[config.mk]
export PLATFORM = sky130hd
export DESIGN_NAME = cs_adc_frame_packer
export DESIGN_NICKNAME = d
export VERILOG_FILES = /design/src/rtl/cs_adc_frame_packer.sv
export SDC_FILE = /design/constraint.sdc
export NUM_CORES = 1
export LEC_CHECK = 0
export CORE_MARGIN = 2
export CORE_UTILIZATION = 62
export DETAILED_ROUTE_END_ITERATION = 6
export MAX_ROUTING_LAYER = met4
export PLACE_DENSITY = 0.85
export SLEW_MARGIN = 20
export SYNTH_ARGS = -nofsm -noshare
export SYNTH_HDL_FRONTEND = slang
export SYNTH_SLANG_ARGS = --single-unit
export TNS_END_PERCENT = 30
[constraint.sdc]
create_clock -name clk -period 4 [get_ports clk]
set_clock_uncertainty 0.15 [all_clocks]
set_input_delay 0.6 -clock clk [delete_from_list [all_inputs] [get_ports clk]]
set_output_delay 0.6 -clock clk [all_outputs]
set_load 0.02 [all_outputs]
[src/rtl/cs_adc_frame_packer.sv]
// cs_adc_frame_packer
// Pairs left/right samples from the CS5343 ADC stream into stereo frames,
// re-synchronising on channel-order errors, and buffers frames in a small FIFO.
module cs_adc_frame_packer #(
    parameter int SAMPLE_WIDTH_P = 24,
    parameter int FIFO_DEPTH_P   = 4
) (
    input  logic                              clk,
    input  logic                              rst_n,
    input  logic [SAMPLE_WIDTH_P-1:0]         adc_data,
    input  logic                              adc_valid,
    output logic                              adc_ready,
    input  logic                              adc_last,
    output logic [SAMPLE_WIDTH_P-1:0]         frame_left,
    output logic [SAMPLE_WIDTH_P-1:0]         frame_right,
    output logic                              frame_valid,
    input  logic                              frame_ready,
    output logic [$clog2(FIFO_DEPTH_P):0]     frame_fill,
    input  logic                              clr_errors,
    output logic [15:0]                       sync_error_cnt
);

    localparam int PTR_W  = $clog2(FIFO_DEPTH_P);
    localparam int FILL_W = PTR_W + 1;

    typedef enum logic [1:0] {
        ST_SYNC  = 2'd0,
        ST_LEFT  = 2'd1,
        ST_RIGHT = 2'd2
    } state_t;

    state_t                    r_state;
    state_t                    w_nextState;
    logic                      w_adcReady;
    logic                      w_accept;
    logic                      w_loadLeft;
    logic                      w_push;
    logic                      w_pop;
    logic                      w_syncErr;
    logic                      w_full;

    logic [SAMPLE_WIDTH_P-1:0] r_left;
    logic [SAMPLE_WIDTH_P-1:0] r_memLeft  [FIFO_DEPTH_P];
    logic [SAMPLE_WIDTH_P-1:0] r_memRight [FIFO_DEPTH_P];
    logic [PTR_W-1:0]          r_wrPtr;
    logic [PTR_W-1:0]          r_rdPtr;
    logic [FILL_W-1:0]         r_fill;
    logic [15:0]               r_errCnt;

    assign w_full = (r_fill == FILL_W'(FIFO_DEPTH_P));
    assign w_pop  = (r_fill != '0) && frame_ready;

    // Channel-order state register; reset lands in SYNC so a new stream starts on a right beat.
    always_ff @(posedge clk or negedge rst_n) begin
        if (!rst_n) begin
            r_state <= ST_SYNC;
        end else begin
            r_state <= w_nextState;
        end
    end

    // Next state, input handshake, and per-beat decisions (load left, push frame, flag error).
    always_comb begin
        w_nextState = r_state;
        w_adcReady  = 1'b1;
        w_accept    = 1'b0;
        w_loadLeft  = 1'b0;
        w_push      = 1'b0;
        w_syncErr   = 1'b0;
        if (r_state == ST_RIGHT) begin
            w_adcReady = !w_full;
        end
        w_accept = adc_valid && w_adcReady;
        case (r_state)
            ST_SYNC: begin
                if (w_accept && adc_last) begin
                    w_nextState = ST_LEFT;
                end
            end
            ST_LEFT: begin
                if (w_accept) begin
                    if (!adc_last) begin
                        w_loadLeft  = 1'b1;
                        w_nextState = ST_RIGHT;
                    end else begin
                        w_syncErr = 1'b1;
                    end
                end
            end
            ST_RIGHT: begin
                if (w_accept) begin
                    if (adc_last) begin
                        w_push      = 1'b1;
                        w_nextState = ST_LEFT;
                    end else begin
                        w_syncErr  = 1'b1;
                        w_loadLeft = 1'b1;
                    end
                end
            end
            default: begin
                w_nextState = ST_SYNC;
            end
        endcase
    end

    // Holds the pending left sample until its right partner arrives.
    always_ff @(posedge clk or negedge rst_n) begin
        if (!rst_n) begin
            r_left <= '0;
        end else if (w_loadLeft) begin
            r_left <= adc_data;
        end
    end

    // Frame storage; cleared on reset so the head outputs read zero while empty after reset.
    always_ff @(posedge clk or negedge rst_n) begin
        if (!rst_n) begin
            for (int i = 0; i < FIFO_DEPTH_P; i++) begin
                r_memLeft[i]  <= '0;
                r_memRight[i] <= '0;
            end
        end else if (w_push) begin
            r_memLeft[r_wrPtr]  <= r_left;
            r_memRight[r_wrPtr] <= adc_data;
        end
    end

    // Pointers wrap naturally because the depth is a power of two; fill tracks push/pop together.
    always_ff @(posedge clk or negedge rst_n) begin
        if (!rst_n) begin
            r_wrPtr <= '0;
            r_rdPtr <= '0;
            r_fill  <= '0;
        end else begin
            if (w_push) begin
                r_wrPtr <= r_wrPtr + PTR_W'(1);
            end
            if (w_pop) begin
                r_rdPtr <= r_rdPtr + PTR_W'(1);
            end
            case ({w_push, w_pop})
                2'b10:   r_fill <= r_fill + FILL_W'(1);
                2'b01:   r_fill <= r_fill - FILL_W'(1);
                default: r_fill <= r_fill;
            endcase
        end
    end

    // Saturating channel-order error counter; a clear request beats a same-cycle error.
    always_ff @(posedge clk or negedge rst_n) begin
        if (!rst_n) begin
            r_errCnt <= '0;
        end else if (clr_errors) begin
            r_errCnt <= '0;
        end else if (w_syncErr && (r_errCnt != 16'hFFFF)) begin
            r_errCnt <= r_errCnt + 16'd1;
        end
    end

    assign adc_ready      = w_adcReady;
    assign frame_left     = r_memLeft[r_rdPtr];
    assign frame_right    = r_memRight[r_rdPtr];
    assign frame_valid    = (r_fill != '0);
    assign frame_fill     = r_fill;
    assign sync_error_cnt = r_errCnt;

endmodule

Word level (Yosys, flattened, before mapping):

Index checks and enable logic that the tools add are counted.

* input bits: 30
* word-level logic and storage cells: 74
* register bits after elaboration: 241
* output and inout bits: 69

* order comparisons: 3
* bitwise operators: 2
* reduce and logical (&&, ||, !) cells: 12
* multiplexer cells: 27
* add/subtract/negate cells: 5
* eq/ne operators: 11

Operators with widths (count)
* $bwmux 96: 2
* $mux 24: 5
* $bmux 24 s2: 2
* $demux 24 s2: 1
* $mux 16: 2
* $add 16x1->16 const B: 1
* $ne 16x16->1 const B: 1
* $mux 2: 5
* $ne 2x2->1 const B: 5
* $mux 1: 7
* $ge 3x3->1 const B: 2
* $not 2->3: 2
* $pmux 2 s3: 1
* $pmux 3 s2: 1
* $logic_and 1x1->1: 5
* $reduce_and 5->1: 1
* $add 2x1->2 const B: 2
* $eq 2x1->1 const B: 2
* $eq 2x2->1 const B: 2
* $reduce_bool 2->1: 2
* $add 3x1->3 const B: 1
* $eq 3x3->1 const B: 1
* $lt 3x1->1 const B: 1
* $reduce_bool 3->1: 1
* 5 further kinds: 5

Logic depth before layout (Yosys ltp):

* word-level depth: 9
* depth in mapped cells: 11
* mapped depth without buffers: 11

Worst setup path before layout:

Ideal clock, no wire load.

* path kind: register -> register
* start point: reg r_state[0]
* end point: reg r_errCnt[13] (netlist: sync_error_cnt[13])
* arrival time: 2.219 ns
* path buffers: 1
* clock period less this slack: 2.493 ns
* stages on the path, launching flop included: 8
* path slack: 1.507 ns
* cells stage by stage: dfrtp_1 > inv_1 > ha_1 > nor4bb_1 > or4b_4 > buf_6 > nor4_1 > mux2_2

* longest elaborated chain between the ends: 7
* elaborated cells on any way between the ends: 9
* those cells by class: eq/ne: 2; mux: 4; reduce/logical: 3

Ends and longest elaborated chain
* start, declared: line 32 `state_t r_state;`
* start signal, assigned: line 58 `r_state <= w_nextState;`
* $eq 2x2->1: line 70, 74
* $mux 1: line 70 `if (r_state == ST_RIGHT) begin`
* $logic_and 1x1->1: line 73 `w_accept = adc_valid && w_adcReady;`
* $mux 1: line 91 `if (w_accept) begin`
* $pmux 1 s2 (*): line 74 `case (r_state)`
* $logic_and 1x1->1 (*): line 156 `end else if (w_syncErr && (r_errCnt != 16'hFFFF)) begin`
* $reduce_bool 2->1 (no source line) (*)
* end signal, assigned: line 157 `r_errCnt <= r_errCnt + 16'd1;`
* end, declared: line 48 `logic [15:0] r_errCnt;`

Every way passes the cells marked *; elsewhere a longest branch is shown, timed or not.
A chain may end at the register's enable or synchronous reset.

Worst setup path after layout:

* start point: reg r_rdPtr[0]
* end point: out frame_left[8]

* longest elaborated chain between the ends: 4

Ends and longest elaborated chain
* start, declared: line 46 `logic [PTR_W-1:0] r_rdPtr;`
* start signal, assigned: line 140 `r_rdPtr <= r_rdPtr + PTR_W'(1);`
* $not 2->3 (not written as such): line 162 `assign frame_left = r_memLeft[r_rdPtr];`
* $bmux 24 s2: line 162
* $mux 24 (not written as such) (2 in a row): line 162
* end, declared: line 14 `output logic [SAMPLE_WIDTH_P-1:0] frame_left,`

Every way passes these cells. The select of a mux whose other input is x is not followed.

==> results.cfg <==
[clock_network]
cts.reportedPaths.clkPinSlew_ps = 60
cts_tree = yes
postCtsSetupRepairBufs = 0
cts_buffers = 25
cts_root_buf = clkbuf_16
cts.sinks = 241
clock_latency_ps = 520
postCtsHoldBufs = 1
cts.repair.resized = 0
htree_num_levels = 1
clockBufferDepth = 3

[sta]
hold_viol = 0
finalSetupTns_ps = 0
fin_crit_ps = 3527
maxSlewHeadroom_pct = 47.99
fmax_mhz = 283.5
tightest_slew_ps = 780.1
grt_setup_unrepaired = false
slew_violations = 0
setup_violations = 0
min_period_over_period_pct = 88.17

[worst_setup_path]
startpoint = r_rdPtr[0]
reg2reg_from = r_state[0]
crit_type = reg2out
crit_path_max_fanout = 31
cp_slowest_cell = dfrtp_4
crit_buf_inv = 2
crit_path_end_kind = primary output
crit_family = flip-flops
critical_path_required_ps = 3250
slowest_delay_ps = 860
arrival_ps = 2780
cp-start-kind = register
crit_path_cell_trace = buf_12 -> mux4_2 -> clkdlybuf4s50_1

[drt]
routed_wirelength_mm = 22.79
drc = 0
viasPerCell = 6.167
vias = 6315
first_pass_iters = 4
routedWlPerCell_um = 22.26
antenna_left = 0
drt_first_iter_violations = 307

[synthesis]
synth_warnings = 0
ys.flop_type = dfrtp_1
seq_area_frac_synth_pct = 56.49
syn_area_um2 = 10680
syn_inst = 684
ys_async_sr_fraction_pct = 100.0
synth-edff-count = 0
syn_area_per_cell_um2 = 15.61
synth_top_area_cell = dfrtp_1
ys_top_cells_by_area = dfrtp_1, mux2_2, mux4_2
synth-seq-cells = 241
synth_nets = 726
yosys.area.top_type_share_pct = 56.49
synth.distinct_cells = 42

[floorplan]
initial_utilization_pct = 63.93
coreArea_um2 = 16700
die-area_um2 = 18290
rows = 47
io_pins = 99
chipWidth_um = 135.2
die_h_um = 135.2

[cells_and_area]
area_delta_synth_final_pct = 19.78
fin_cells = 1024
final_cell_mix = dfrtp_1, mux2_2, clkdlybuf4s50_1, mux4_2, clkbuf_16
ff_latch_area_um2 = 6036
nets = 826
fill_cells = 964
final_area_um2 = 12790
drive_above_1_share_pct = 42.34
final_common_cell = dfrtp_1
multi_input_area_um2 = 4457

[flow_run]
maxCapViolations = 0

[power_and_ir_drop]
irDropWorstVdd_mv = 0.4745
power_leakage_nw = 5.754
power_density_nw_per_um2 = 802.2

[placement]
placedCellCount = 976
dpl_cell_area_um2 = 11930
gp_congestion = 0.9278
hpwl_mm = 14.14
port_buffers = 98

[global_routing]
grt_pass1_vias = 7030
track_usage_pct = 27.06
grt_pass1_wl_mm = 37.54
antenna_found_initial = 1
grt_max_degree = 99
gr-total-overflow = 0

[run_status]
status = complete, no violations

[hold_path]
holdCritStartpoint = r_memRight[12]
hp-class = reg2reg
power by group:
part	switching [mW]	internal, mW
Sequential	0.785	3.41
Combinational	1.54	2.18
Clock	0.941	1.40
Total	3.26	7.00
layout make-up:
cell class              count  share of cell area [%]
diodes                      1                 0.01957
well taps                 220                   2.152
clock inverters            13                  0.9686
flip-flops and latches    241                   47.20
inverters                  10                  0.2935
multi-input cells         394                   34.85
clock buffers              33                   5.675
repair buffers            112                   8.845
final timing paths:
path                                   to  slack (ps)  cells past startpoint
min reg2reg                r_memRight[12]         350                      1
min                        r_memRight[12]         350                      1
max reg2reg                 r_memLeft[34]        1290                      7
max                         frame_left[8]         470                      3
min in group asynchronous   r_memLeft[84]         550                      2
max in group asynchronous  r_memRight[55]        2240                      3
routing by layer:
layer | GRT usage (%) | share of wire [%] | vias up
li1 | - | - | 2768
met1 | 36.30 | 43 | 3366
met2 | 44.90 | 51 | 148
met3 | 4.227 | 4.3 | 33
met4 | 5.498 | 1.7 | 0
met5 | - | 0 | -
synth_stat cells (2+ instances only):
library cell,number
inv_1,10
and4_1,2
or4_1,8
xnor2_1,3
mux4_2,48
dfrtp_1,241
nor2b_1,6
buf_1,8
nand4_1,2
nand2_1,16
o21ai_0,7
clkbuf_1,22
mux2_2,221
ha_1,11
a21oi_1,13
nor2_1,8
nand3_1,7
nor4_1,5
nor3_1,3
xor2_1,3
o31ai_1,7
a32o_1,2
and3_1,2
or3_1,4
buf_2,8
flip-flops by register name, summed over array words and instances (netlist names):
signal          flops
r_state             2
r_left             24
r_rdPtr             2
r_memLeft          96
r_memRight         96
r_wrPtr             2
sync_error_cnt     16
frame_fill          3
through the flow:
| stage | hold slack, ps | worst slack, ps | utilization [%] | power [mW] |
|---|---|---|---|---|
| after floorplan | 154.4 | 1507 | - | 6.414 |
| after global placement | 331.8 | 976.8 | 71.41 | 7.686 |
| after detailed placement | 338.1 | 887.6 | 71.41 | 7.940 |
| after CTS | 351.7 | 399.6 | 76.56 | 10.34 |
| after global routing | 363.1 | 304.2 | 76.57 | 10.76 |
| final | 350.0 | 473.1 | 76.57 | 10.26 |
cell families after synthesis:
| logic type | Yosys count | share of synthesized area (%) |
|---|---|---|
| DFF | 241 | 56.49 |
| muxes | 271 | 33.63 |
| buffers and inverters | 49 | 1.887 |
| AOI/OAI and AO/OA | 35 | 2.145 |
| xor gates and xnor gates | 6 | 0.4923 |
| and+or+nand+nor | 70 | 3.879 |
| adders and majority gates | 12 | 1.477 |
Power figures use the tool's default switching activity.
